===== src/rtl/digit_serial_adder.sv =====
// Purpose : multi-cycle adder/subtractor, DIGIT bits per clock through a ripple slice with a registered carry.
// Latency : done pulses N = WIDTH/DIGIT cycles after an accepted start; one result per N+1 cycles back-to-back.
// Backpressure: start is ignored while busy; a start in the done cycle is accepted immediately.
//
// Ports:
//   clk, rst        rising-edge clock, asynchronous active-high reset
//   start           request, sampled only when not busy
//   sub             0: a + b + cin, 1: a - b (cin ignored)
//   a, b, cin       operands, captured on an accepted start
//   busy            high while digits are being processed
//   done            one-cycle pulse, sum/cout (and ovf) valid
//   sum, cout       result and carry out of the MSB (for subtract, 1 = no borrow); held until next accept
//   ovf             signed overflow, present only when OVF_DETECT_EN is defined
//
// Optional feature macro: OVF_DETECT_EN (adds the ovf output and its register).
module digit_serial_adder #(
   parameter int WIDTH = 16,
   parameter int DIGIT = 4
) (
   input  logic             clk,
   input  logic             rst,
   input  logic             start,
   input  logic             sub,
   input  logic [WIDTH-1:0] a,
   input  logic [WIDTH-1:0] b,
   input  logic             cin,
   output logic             busy,
   output logic             done,
   output logic [WIDTH-1:0] sum,
   output logic             cout
`ifdef OVF_DETECT_EN
   ,
   output logic             ovf
`endif
);

   localparam int N     = WIDTH / DIGIT;
   localparam int CNT_W = (N > 1) ? $clog2(N) : 1;

   generate
      if (DIGIT < 1 || DIGIT > WIDTH || (WIDTH % DIGIT) != 0) begin : g_bad_param
         $error("digit_serial_adder: DIGIT must be in 1..WIDTH and divide WIDTH");
      end
   endgenerate

   typedef enum logic [1:0] {
      S_IDLE,
      S_RUN,
      S_DONE
   } state_t;

   state_t             state, state_n;
   logic [WIDTH-1:0]   a_sh, b_sh;
   logic               carry;
   logic [CNT_W-1:0]   cnt;
   logic [DIGIT:0]     c;
   logic [DIGIT-1:0]   s;
   logic [WIDTH-1:0]   sum_next;
   logic               accept, last;

   assign accept = start && (state != S_RUN);
   assign last   = (state == S_RUN) && (cnt == CNT_W'(N - 1));

   // State register
   always_ff @(posedge clk or posedge rst) begin
      if (rst) state <= S_IDLE;
      else     state <= state_n;
   end

   // Next state and handshake outputs
   always_comb begin
      state_n = state;
      busy    = 1'b0;
      done    = 1'b0;
      case (state)
         S_IDLE: if (start) state_n = S_RUN;
         S_RUN: begin
            busy = 1'b1;
            if (last) state_n = S_DONE;
         end
         S_DONE: begin
            done    = 1'b1;
            state_n = start ? S_RUN : S_IDLE;
         end
         default: state_n = S_IDLE;
      endcase
   end

   // DIGIT-wide ripple slice; c[DIGIT-1] is the carry into the slice MSB,
   // which on the final digit is the carry into the word MSB.
   always_comb begin
      c    = '0;
      s    = '0;
      c[0] = carry;
      for (int i = 0; i < DIGIT; i++) begin
         s[i]   = a_sh[i] ^ b_sh[i] ^ c[i];
         c[i+1] = (a_sh[i] & b_sh[i]) | (c[i] & (a_sh[i] ^ b_sh[i]));
      end
   end

   // Result digits enter at the top so the first (least significant) digit
   // ends up at the bottom after N shifts.
   generate
      if (DIGIT == WIDTH) begin : g_full
         assign sum_next = s;
      end else begin : g_part
         assign sum_next = {s, sum[WIDTH-1:DIGIT]};
      end
   endgenerate

   always_ff @(posedge clk or posedge rst) begin
      if (rst) begin
         a_sh  <= '0;
         b_sh  <= '0;
         carry <= 1'b0;
         cnt   <= '0;
         sum   <= '0;
         cout  <= 1'b0;
`ifdef OVF_DETECT_EN
         ovf   <= 1'b0;
`endif
      end else if (accept) begin
         // Subtract as a + ~b + 1: invert B and seed the carry with 1.
         a_sh  <= a;
         b_sh  <= b ^ {WIDTH{sub}};
         carry <= sub ? 1'b1 : cin;
         cnt   <= '0;
      end else if (state == S_RUN) begin
         a_sh  <= a_sh >> DIGIT;
         b_sh  <= b_sh >> DIGIT;
         carry <= c[DIGIT];
         cnt   <= cnt + 1'b1;
         sum   <= sum_next;
         if (last) begin
            cout <= c[DIGIT];
`ifdef OVF_DETECT_EN
            ovf  <= c[DIGIT-1] ^ c[DIGIT];
`endif
         end
      end
   end

endmodule


===== config.mk =====
export PLATFORM = sky130hd
export DESIGN_NAME = digit_serial_adder
export DESIGN_NICKNAME = d
export VERILOG_FILES = /design/src/rtl/digit_serial_adder.sv
export SDC_FILE = /design/constraint.sdc
export NUM_CORES = 1
export LEC_CHECK = 0
export ABC_AREA = 1
export BUFFER_PORTS_ARGS = -buffer_cell sky130_fd_sc_hd__buf_2
export CORE_AREA = 2 2 73 75
export CTS_CLUSTER_SIZE = 40
export DETAILED_ROUTE_END_ITERATION = 10
export DIE_AREA = 0 0 75 77
export PLACE_DENSITY = 0.77
export RECOVER_POWER = 50
export SLEW_MARGIN = 20
export SYNTH_ARGS = -nofsm -noshare
export SYNTH_HDL_FRONTEND = slang
export SYNTH_SLANG_ARGS = --single-unit

===== constraint.sdc =====
create_clock -name clk -period 2.4 [get_ports clk]
set_input_delay 0 -clock clk [delete_from_list [all_inputs] [get_ports clk]]
set_output_delay 0 -clock clk [all_outputs]
set_load 0.005 [all_outputs]

Yosys cells after proc, flatten, opt, wreduce, memory -nomap -nowiden
Index checks and enable logic that the tools add are counted.
- logic and storage cells: 58
- output and inout port bits: 19
- bits of input ports: 37
- register bits after elaboration: 54
- multiplexer cells: 15
- equality and inequality tests: 6
- add/sub/neg operators: 1
- bitwise operators: 22
- reductions and logical operators: 7
- operator list (operator ; count):
    16-bit 2-to-1 mux ; 4
    16-bit bitwise XOR ; 1
    1-bit bitwise AND ; 8
    2-bit 2-to-1 mux ; 4
    1-bit bitwise XOR ; 8
    1-bit 2-to-1 mux ; 6
    2-bit case mux with 3 select lines ; 1
    2-bit equality test, second input constant ; 2
    2-bit inequality test, second input constant ; 2
    1-bit OR ; 4
    2-bit AND reduction ; 2
    3-bit AND reduction ; 1
    2-bit by 1-bit adder with 2-bit output, second input constant ; 1
    2-bit by 1-bit equality test with 1-bit output, second input constant ; 1
    1-bit logical AND ; 2
    2-bit logical NOT ; 1
    2-bit by 1-bit inequality test with 1-bit output, second input constant ; 1
    2-bit nonzero test ; 1
    1-bit NOT ; 1

Logic depth before layout (Yosys ltp)
- depth in word-level cells: 11
- mapped depth: 10
- mapped depth without buffers: 10

Least setup slack after synthesis
No wires, ideal clock.
- path type: register -> register
- start point: register a_sh[0]
- end point: register sum[15]
- cell stages (with the launch flop): 9
- data required time: 2.317 ns
- setup slack: 0.341 ns
- arrival: 1.976 ns
- cell sequence: dfrtp_1 > fa_1 > inv_1 > fa_1 > inv_1 > fa_1 > inv_1 > fa_1 > o21ai_0
- word-level cells in the longest chain between the ends: 8
- elaborated cells on any way between the ends: 9
- those cells by class: bitwise (9)
- RTL lines (what ; RTL line ; text):
    start: declaration ; 53 ; logic [WIDTH-1:0] a_sh, b_sh;
    start signal: assignment ; 129 ; a_sh <= a_sh >> DIGIT;
    1-bit bitwise XOR ; 97 ; c[i+1] = (a_sh[i] & b_sh[i]) | (c[i] & (a_sh[i] ^ b_sh[i]));
    1-bit bitwise AND ; 97 ;
    1-bit OR (*) ; 97 ;
    1-bit bitwise AND (*) ; 97 ;
    1-bit OR (*) ; 97 ;
    1-bit bitwise AND (*) ; 97 ;
    1-bit OR (*) ; 97 ;
    1-bit bitwise XOR (*) ; 96 ; s[i] = a_sh[i] ^ b_sh[i] ^ c[i];
    end signal: assignment ; 133 ; sum <= sum_next;
    end: declaration ; 29 ; output logic [WIDTH-1:0] sum,
Every way passes the cells marked *; elsewhere a longest branch is shown, timed or not.
A chain may end at the register's enable or synchronous reset.

Worst setup path in the final report
Same ends and word-level chain as after synthesis.

==> metrics.txt <==
gr usage total 0.203; Tot Pwr 3.35 mW; number of hold violations in the final report 0; initial antenna violation count 0; antenna cells 0; Initial Utilization 0.524; GRT overflow 0; GPL Wtd Cong 0.765; Mapped Avg Cell Area 7.97 um2; area grow syn2layout 23.3%; input/output buffers 55; Min-Delay Endpoint b_sh[5]; vias per inst 4.77; fillers 457; adder-cell share of the synthesized area 0.0355; syn_nets 369; Die Y 77 um; total wire length 5180 um; post-synthesis cell count 327; largest family of logic cells by synthesized area simple AND/OR/NAND/NOR gates; CP Data Arrival Time 2.36 ns; Seq. cell area 1350 um2; CTS Buf Count 5; RSZ-0062 raised after global routing false; Distinct cells, synth 22; worst slew pin tran 1.04 ns; Die Wd 75 um; Power per Cell Area 1040 nW/um2; Fmax 470 MHz; R2R depth 8; Cell Count Post-Placement 440; Residual DRC 0; Setup Viol. Count Final 0; Worst R2R Start a_sh[0]; Max Cap Violations 0; hold_sp b[5]; DR iter-0 viols 135; Clk Latency, worst-skew pair 0.30 ns; relative slew slack 0.306; Startpoint Class flip-flop; met3 WL 243 um; pin count of the biggest net entering global routing 29; r2r setup slk 0.27 ns; CTS tree yes; dpl hpwl 3410 um; setup TNS 0 ns; period utilization 0.887; CP Data Required Time 2.63 ns; Worst Clk Skew 0.00427 ns; Seq/Total Area, Yosys 0.518; met2 WL post-DR 2570 um; critical path class reg -> reg; CP max FO 2; clk sink count 54; Ports 56; Peak VDD IR 0.582 mV; top sig layer met4; Vias 2,247; Synth Register Bits 54; simple-gate share of the synthesized area 0.341; Post-Layout Cell Count 471; CP Capture Type flip-flop; outcome finished, final reports clean; XOR/XNOR Fraction of Synth Area 0.0134; HP Class in -> reg; # hold bufs at CTS 24; synth warn 0; Final Max Slew Viols 0; Antenna Nets Post-Route 0; share of layout cells above drive strength 1 0.165; M1 WL 2300 um; mux cell area share after synthesis 0; Core Region 4980 um2; Post CTS Setup Buffer Count 0; Root Buffer clkbuf_8; die area 5780 um2; Wirelength per Cell 11.0 um; num rows 26; nets 443; Compound-Gate Fraction of Synth Area 0.0187; CTS clk-pin slew, worst paths 0.09 ns; TritonRoute pass-1 iters 4; Max Root-Sink Buffers 2; hold-critical path depth 5; Tmin final 2.13 ns; worst r2r dst sum[15]; LEAKAGE 1.78 nW; Multi-input gate area 1060 um2; # resized after CTS 0; H-Tree Depth 2; wire length of the first global-routing pass 9090 um; Mapped Area 2610 um2; number of global-route vias before repair 2,110
==> cell usage in the layout (no fill, tap or decap), types with 4 or more instances in the layout <==
cell,Yosys,routed
buf_2,9,51
clkbuf_1,3,8
clkbuf_8,0,5
dfrtp_1,54,54
dlygate4sd3_1,0,24
fa_1,4,4
inv_1,23,23
nand2_1,155,155
nand3_1,55,55
xor2_1,4,4
==> worst max path at each step <==
stage | startpoint | endpoint | slack, ns | depth (start not counted)
floorplan | a_sh[0] | sum[15] | 0.34 | 8
global placement | a_sh[0] | sum[15] | 0.30 | 8
detailed placement | a_sh[0] | sum[15] | 0.28 | 8
CTS | a_sh[0] | sum[15] | 0.26 | 8
global route | a_sh[0] | sum[15] | 0.14 | 8
finish | a_sh[0] | sum[15] | 0.27 | 8
==> synth_stat cells, drive strengths merged <==
cell type | instances | area, um2
a21oi | 2 | 21.3
clkinv | 1 | 3.75
or2 | 1 | 6.26
nor2 | 3 | 18.8
o21ai | 3 | 15.0
dfrtp | 54 | 1350
clkbuf | 3 | 11.3
o22ai | 1 | 12.5
buf | 13 | 78.8
ha | 1 | 12.5
nand2 | 156 | 588
fa | 4 | 80.1
xor2 | 4 | 35.0
inv | 26 | 97.6
nand3 | 55 | 275
==> through the flow <==
stage | setup WS, ns | area (um2) | util | hold WS, ns
final | 0.271 | 3210 | 0.646 | 0.000567
after global routing | 0.145 | 3210 | 0.646 | 0.0217
after CTS | 0.264 | 3230 | 0.648 | 0.00331
after detailed placement | 0.285 | 2910 | 0.585 | -0.0175
after global placement | 0.305 | 2910 | 0.585 | -0.0165
after floorplan | 0.341 | 2610 | - | 0.117
==> where the power goes <==
group / total [mW] / internal (mW) / switching, mW
Clock: 0.476 / 0.202 / 0.275
Combinational: 1.33 / 0.521 / 0.812
Sequential: 1.55 / 1.30 / 0.242
Total: 3.35 / 2.03 / 1.33
==> layer usage <==
layer	track usage	up-vias
met4	0.0643	0
li1	-	1157
met5	0	-
met3	0.0407	8
met1	0.260	1036
met2	0.338	46
==> sequential cells by signal, summed over array words and instances, names as in the netlist <==
signal  count
a_sh       16
b_sh       16
carry       1
cnt         2
cout        1
state       2
sum        16
==> critical path, cell delays in order (launching register included) <==
cell	delay [ns]
dfrtp_1	0.41
fa_1	0.42
inv_1	0.07
fa_1	0.15
inv_1	0.05
fa_1	0.35
inv_1	0.07
fa_1	0.39
o21ai_0	0.15
==> final cells by class <==
type	count	area share
Inverter	27	0.0315
Clock buffer	7	0.0237
Timing Repair Buffer	83	0.166
Multi-Input combinational cell	230	0.331
Tap cell	70	0.0272
Sequential cell	54	0.420
==> kinds of logic after synthesis <==
family / Yosys count
adder cells (fa/ha/maj): 5
buffers and inverters: 43
AND/OR/NAND/NOR: 215
flip-flops: 54
AO/OA/AOI/OAI: 6
XOR/XNOR: 4
Note: power is estimated with default switching activity, not from simulation.
